[src/rtl/bin2bcd_seq_pkg.sv]
// Shared types and helpers for the sequential binary-to-BCD converter.
package bin2bcd_pkg;

  typedef enum logic [1:0] {IDLE, SHIFT, DONE} state_t;

  localparam int BCD_DIGIT_W = 4;

  // ceil(width * log10(2)) in fixed point; enough digits to hold 2^width-1.
  function automatic int bcd_digits_for(input int width);
    longint num;
    num = longint'(width) * 64'sd30103 + 64'sd99999;
    return int'(num / 64'sd100000);
  endfunction

endpackage

[src/rtl/bin2bcd_seq_if.sv]
// Valid/ready handshake bundle between producers, the converter and display drivers.
interface bin2bcd_seq_if #(
  parameter int BIN_W  = 8,
  parameter int DIGITS = 3
);
  import bin2bcd_pkg::*;

  logic                          in_valid;
  logic                          in_ready;
  logic [BIN_W-1:0]              in_bin;
  logic                          out_valid;
  logic                          out_ready;
  logic [BCD_DIGIT_W*DIGITS-1:0] out_bcd;
  logic                          out_ovf;
  logic [DIGITS-1:0]             out_blank;

  modport master (
    output in_valid, in_bin, out_ready,
    input  in_ready, out_valid, out_bcd, out_ovf, out_blank
  );

  modport slave (
    input  in_valid, in_bin, out_ready,
    output in_ready, out_valid, out_bcd, out_ovf, out_blank
  );

endinterface

[src/rtl/bin2bcd_seq_add3.sv]
// Double-dabble digit correction: add 3 to any digit of 5 or more before the shift.
module bcd_add3_digit
  import bin2bcd_pkg::*;
(
  input  logic [BCD_DIGIT_W-1:0] din,
  output logic [BCD_DIGIT_W-1:0] dout
);

  assign dout = (din >= 4'd5) ? din + 4'd3 : din;

endmodule

[src/rtl/bin2bcd_seq.sv]
// Multi-cycle double-dabble converter, one input bit per clock.
// Leading-zero blanking is built only when BIN2BCD_SEQ_LZB_EN is defined.
module bin2bcd_seq
  import bin2bcd_pkg::*;
#(
  parameter int BIN_W  = 8,
  parameter int DIGITS = 3
) (
  input logic           clk,
  input logic           rst,
  bin2bcd_seq_if.slave  bus
);

  localparam int ACC_W = BCD_DIGIT_W * DIGITS;
  localparam int CNT_W = (BIN_W > 1) ? $clog2(BIN_W) : 1;

  state_t           state;
  logic [BIN_W-1:0] bin_sr;
  logic [ACC_W-1:0] acc;
  logic [ACC_W-1:0] corr;
  logic [ACC_W-1:0] acc_next;
  logic [CNT_W-1:0] cnt;
  logic             ovf;
  logic             ovf_next;
  logic             in_ready_r;
  logic             out_valid_r;
  logic [ACC_W-1:0] out_bcd_r;
  logic             out_ovf_r;
  logic             last_shift;

  for (genvar g = 0; g < DIGITS; g++) begin : g_add3
    bcd_add3_digit u_add3 (
      .din  (acc[g*BCD_DIGIT_W +: BCD_DIGIT_W]),
      .dout (corr[g*BCD_DIGIT_W +: BCD_DIGIT_W])
    );
  end

  // A one leaving the top of the corrected accumulator means value >= 10^DIGITS.
  assign acc_next   = {corr[ACC_W-2:0], bin_sr[BIN_W-1]};
  assign ovf_next   = ovf | corr[ACC_W-1];
  assign last_shift = (state == SHIFT) && (cnt == '0);

  always_ff @(posedge clk) begin
    if (rst) begin
      state       <= IDLE;
      bin_sr      <= '0;
      acc         <= '0;
      cnt         <= '0;
      ovf         <= 1'b0;
      in_ready_r  <= 1'b1;
      out_valid_r <= 1'b0;
      out_bcd_r   <= '0;
      out_ovf_r   <= 1'b0;
    end else begin
      case (state)
        IDLE: begin
          if (bus.in_valid) begin
            bin_sr     <= bus.in_bin;
            acc        <= '0;
            ovf        <= 1'b0;
            cnt        <= CNT_W'(BIN_W - 1);
            in_ready_r <= 1'b0;
            state      <= SHIFT;
          end
        end
        SHIFT: begin
          acc    <= acc_next;
          bin_sr <= bin_sr << 1;
          ovf    <= ovf_next;
          cnt    <= cnt - 1'b1;
          if (cnt == '0) begin
            out_bcd_r   <= acc_next;
            out_ovf_r   <= ovf_next;
            out_valid_r <= 1'b1;
            state       <= DONE;
          end
        end
        DONE: begin
          if (bus.out_ready) begin
            out_valid_r <= 1'b0;
            in_ready_r  <= 1'b1;
            state       <= IDLE;
          end
        end
        default: state <= IDLE;
      endcase
    end
  end

  assign bus.in_ready  = in_ready_r;
  assign bus.out_valid = out_valid_r;
  assign bus.out_bcd   = out_bcd_r;
  assign bus.out_ovf   = out_ovf_r;

`ifdef BIN2BCD_SEQ_LZB_EN
  localparam logic [DIGITS-1:0] BLANK_RST = {DIGITS{1'b1}} << 1;

  logic [DIGITS-1:0] out_blank_r;
  logic [DIGITS-1:0] blank_next;
  logic              higher_zero;

  // Blank a digit only while every more significant digit is also zero.
  always_comb begin
    blank_next  = '0;
    higher_zero = 1'b1;
    for (int i = DIGITS - 1; i >= 1; i--) begin
      higher_zero   = higher_zero & (acc_next[i*BCD_DIGIT_W +: BCD_DIGIT_W] == '0);
      blank_next[i] = higher_zero;
    end
  end

  always_ff @(posedge clk) begin
    if (rst) begin
      out_blank_r <= BLANK_RST;
    end else if (last_shift) begin
      out_blank_r <= blank_next;
    end
  end

  assign bus.out_blank = out_blank_r;
`else
  assign bus.out_blank = '0;
`endif

endmodule

[src/flat_wrapper.sv]
// flat-port wrapper written by rule: the top's interface ports become plain ports
module bin2bcd_seq_flat import bin2bcd_pkg::*;
#(
  parameter int BIN_W  = 8,
  parameter int DIGITS = 3
)
  (clk, rst, bus_in_valid, bus_in_bin, bus_out_ready, bus_in_ready, bus_out_valid, bus_out_bcd, bus_out_ovf, bus_out_blank);
  bin2bcd_seq_if #(.BIN_W(BIN_W), .DIGITS(DIGITS)) bus_i ();
  input logic clk;
  input logic rst;
  input wire logic [$bits(bus_i.in_valid)-1:0] bus_in_valid;
  input wire logic [$bits(bus_i.in_bin)-1:0] bus_in_bin;
  input wire logic [$bits(bus_i.out_ready)-1:0] bus_out_ready;
  output wire logic [$bits(bus_i.in_ready)-1:0] bus_in_ready;
  output wire logic [$bits(bus_i.out_valid)-1:0] bus_out_valid;
  output wire logic [$bits(bus_i.out_bcd)-1:0] bus_out_bcd;
  output wire logic [$bits(bus_i.out_ovf)-1:0] bus_out_ovf;
  output wire logic [$bits(bus_i.out_blank)-1:0] bus_out_blank;
  assign bus_i.in_valid = bus_in_valid;
  assign bus_i.in_bin = bus_in_bin;
  assign bus_i.out_ready = bus_out_ready;
  assign bus_in_ready = bus_i.in_ready;
  assign bus_out_valid = bus_i.out_valid;
  assign bus_out_bcd = bus_i.out_bcd;
  assign bus_out_ovf = bus_i.out_ovf;
  assign bus_out_blank = bus_i.out_blank;
  bin2bcd_seq #(.BIN_W(BIN_W), .DIGITS(DIGITS)) u_core (.clk(clk), .rst(rst), .bus(bus_i));
endmodule
[config.mk]
export PLATFORM = sky130hd
export DESIGN_NAME = bin2bcd_seq_flat
export DESIGN_NICKNAME = d
export VERILOG_FILES = /design/src/rtl/bin2bcd_seq_pkg.sv /design/src/rtl/bin2bcd_seq_if.sv /design/src/rtl/bin2bcd_seq_add3.sv /design/src/rtl/bin2bcd_seq.sv /design/src/flat_wrapper.sv
export SDC_FILE = /design/constraint.sdc
export NUM_CORES = 1
export LEC_CHECK = 0
export CAP_MARGIN = 20
export CORE_MARGIN = 4
export CORE_UTILIZATION = 31
export DETAILED_ROUTE_END_ITERATION = 16
export GPL_ROUTABILITY_DRIVEN = 1
export PLACE_DENSITY = 0.63
export SKIP_CTS_REPAIR_TIMING = 1
export SYNTH_ARGS = -nofsm -noshare
export SYNTH_HDL_FRONTEND = slang
export SYNTH_SLANG_ARGS = --single-unit
[constraint.sdc]
create_clock -name clk -period 1.63 [get_ports clk]
set_clock_uncertainty 0.1 [all_clocks]
set_input_delay 0.2445 -clock clk [delete_from_list [all_inputs] [get_ports clk]]
set_output_delay 0.2445 -clock clk [all_outputs]
set_load 0.03 [all_outputs]
==> results.yml <==
synthesis:
  synth_area_leader_cell: "dfxtp_1"
  synth_edf_count: 0
  syn-cell-area_mm2: 0.001987
  synthCells: 216
  async_flop_share_pct: 0
  syn_avg_cell_area_um2: 9.199
  synth_area_leaders: "dfxtp_1 41%, ha_1 5.0%, a211oi_2 3.8%"
  yosys_warnings: 0
  synth_top_area_share_pct: 41.31
  yosys_most_used_dff: "dfxtp_1"
  synth_cell_types: 42
  synth-seq-area-share_pct: 41.31
  synth_seq_cells: 41
timing:
  period_share_pct: 96.00
  slew_headroom_pct: 62.05
  worst_pin_slew_ps: 568.1
  setup_viol: 0
  drv_slew: 0
  period_needed_ps: 1565
  finalWorstSetupSlack_ps: 65.13
  hold_viol_final: 0
  fmax_mhz: 639.0
power:
  leakage_uw: 0.001227
  powerDensity_mw_per_mm2: 924.0
  switching_share_pct: 26.95
  p_seq_share_pct: 45.7
  power.switching_uw: 642.4
  internal-power_uw: 1742
  p_comb_share_pct: 18.4
  ir_worst_vdd_mv: 0.5162
  power_frac_clock_pct: 35.9
clocking:
  cts_inserted_buffers: 5
  tritoncts: "built"
  h-tree-depth: 2
  clkTransAtPathRegs_ps: 80
  insertion_delay_ps: 290
  cts_buffer_depth: 2
  cts-root-buf: "clkbuf_8"
  clock-sinks: 41
worst_hold_path:
  holdPathEnd: "u_core.bus.out_bcd[0]"
  hold_class: "reg -> reg"
  hold_depth: 2
  hold_path_startpoint: "u_core.bus.out_bcd[0]"
setup_path:
  critical_path_class: "reg -> reg"
  cp-start-kind: "flop"
  cp_max_fo: 4
  crit_required_ps: 1720
  r2r_cells: 6
  setup.worst_path.end_class: "flop"
  slowest_delay_ps: 340
  cp_slowest_cell: "dfxtp_2"
  rrSetupSlack_ps: 70
  worstReg2RegStart: "u_core.acc[1]"
  r2r_end: "u_core.bus.out_bcd[2]"
  cp.arrival_ps: 1650
  path_cells: "inv_2 -> ha_1 -> nand2b_1 -> a21o_1 -> mux2i_2 -> a31o_1"
route:
  first_iter_violations: 51
  via_per_inst: 4.943
  routedWlPerCell_um: 13.42
  drt-total-wl_um: 4443
  num_vias: 1636
  drc_errors: 0
  antenna_left: 0
  drtPass1Iterations: 6
floorplanning:
  core-area_mm2: 0.006061
  num_rows: 28
  start_util_pct: 32.78
  die_area_mm2: 0.007755
  io_pins: 30
  die_h_um: 88.06
  die_w_um: 88.06
place:
  place.gp.congestion: 0.7555
  dpl.hpwl_um: 3199
  place_worst_setup_slack_ps: -104.2
  io_buffer_count: 26
  place_area_mm2: 0.002391
cells_and_area:
  fill_cells: 614
  post-route-cell-area_mm2: 0.002580
  nets: 275
  antenna_cells: 0
  drive_gt1_share_pct: 22.27
  syn_to_final_growth_pct: 29.85
global_route:
  grt_pass1_vias: 1558
  antenna_found_initial: 0
  grt_start_max_net_pins: 19
  grt.overflow.total: 0
  grt_use_total_pct: 12.47
  grt_pass1_wl_um: 7521
flow_run:
  drv_cap: 0
outcome:
  status: "finished clean"
==> flip-flops by register name, indices dropped and copies added, names as in the netlist <==
| register | flops |
|---|---|
| u_core.acc | 12 |
| u_core.bin_sr | 8 |
| u_core.bus.in_ready | 1 |
| u_core.bus.out_bcd | 12 |
| u_core.bus.out_ovf | 1 |
| u_core.bus.out_valid | 1 |
| u_core.cnt | 3 |
| u_core.ovf | 1 |
| u_core.state | 2 |
==> area by class of cell <==
type | instances | area [um2] | share of cell area [%]
Multi-Input combinational cell | 149 | 1031 | 39.96
Sequential cell | 41 | 833.3 | 32.30
Timing Repair Buffer | 45 | 452.9 | 17.56
Tap cell | 75 | 93.84 | 3.637
Clock buffer | 6 | 82.58 | 3.201
Inverter | 13 | 48.80 | 1.891
Clock inverter | 2 | 37.54 | 1.455
==> layout by cell type, fill, tap and decap left out, types with 4 or more instances in the layout <==
cell / instances
ha_1: 8
clkdlybuf4s50_1: 11
dlymetal6s2s_1: 15
nor2_1: 20
dfxtp_1: 35
nand2_1: 18
nor3b_1: 6
inv_1: 10
buf_4: 18
a21oi_1: 12
nand3_1: 8
a311oi_1: 8
dfxtp_2: 4
o21ai_0: 12
nand2b_1: 5
a211oi_2: 6
clkbuf_8: 6
==> logic make-up after synthesis <==
| logic type | Yosys count | share of synthesized area, % |
|---|---|---|
| compound gates | 60 | 23.05 |
| xor+xnor | 3 | 1.323 |
| fa+ha+maj | 8 | 5.038 |
| buf+inv | 28 | 8.123 |
| flops | 41 | 41.31 |
| mux | 3 | 1.511 |
| other cells | 1 | 0.1887 |
| simple gates | 72 | 19.46 |
==> critical path: cells and delay by family (launching register included) <==
kind / cells / cell delay, ps
buf+inv: 1 / 60
mux: 1 / 180
compound gates: 2 / 460
fa+ha+maj: 1 / 160
flops: 1 / 340
simple gates: 1 / 160
==> cell usage after synthesis (2+ instances only) <==
master     number
a311oi_1        8
o32ai_1         3
buf_4           3
and3_1          3
buf_2           5
a221oi_1        2
nand3_1         8
a21o_1          3
mux2i_1         3
nor2_1         20
nor3_1          3
nor3_2          3
buf_6           3
clkbuf_1        2
ha_1            8
a22o_1          3
xnor2_1         3
nand2_1        18
nand3b_1        2
a31o_2          2
nor3b_1         6
inv_1          13
o2bb2ai_1       2
a21oi_1        12
a211oi_2        6
o21ai_0        12
dfxtp_1        41
nand2b_1        5
==> power groups by stage <==
| stage | Combinational (uW) | Clock (uW) | Sequential [uW] |
|---|---|---|---|
| 6_report | 439 | 856 | 1090 |
| 5_1_grt | 486 | 909 | 1100 |
| 3_5_place_dp | 444 | 0 | 1120 |
| 3_3_place_gp | 436 | 0 | 1110 |
| 2_1_floorplan | 258 | 0 | 1150 |
| 4_1_cts | 445 | 880 | 1090 |
==> how the worst max path moves through the flow <==
stage                             start                      to  slack (ps)
CTS                 u_core.bus.in_ready            bus_in_ready         -70
global placement           bus_in_valid        u_core.bin_sr[2]         -40
global route              u_core.acc[0]   u_core.bus.out_bcd[2]         -20
detailed placement         bus_in_valid        u_core.bin_sr[5]        -100
floorplan                 u_core.cnt[0]  u_core.bus.out_bcd[10]         160
finish                    u_core.acc[1]   u_core.bus.out_bcd[2]          70
==> per-layer routing <==
metal	vias to the layer above	track usage (%)	part of all wire, %
met3	6	3.104	5.3
met4	0	4.945	1.7
met5	-	0	0
met2	35	19.25	45
met1	752	16.72	48
li1	843	-	-
==> stage by stage <==
step | hold slack [ps] | setup TNS, ps | utilization, % | cells | power [uW]
2_1_floorplan | 307.0 | 0 | - | 218 | 1409
3_3_place_gp | 351.1 | -112.5 | 39.45 | 323 | 1550
3_5_place_dp | 354.2 | -525.8 | 39.45 | 323 | 1560
4_1_cts | 367.8 | -520.4 | 41.43 | 331 | 2417
5_1_grt | 389.2 | -37.18 | 42.57 | 331 | 2493
6_report | 368.9 | 0 | 42.57 | 331 | 2384
No activity file was read; power rests on OpenSTA's default activity.
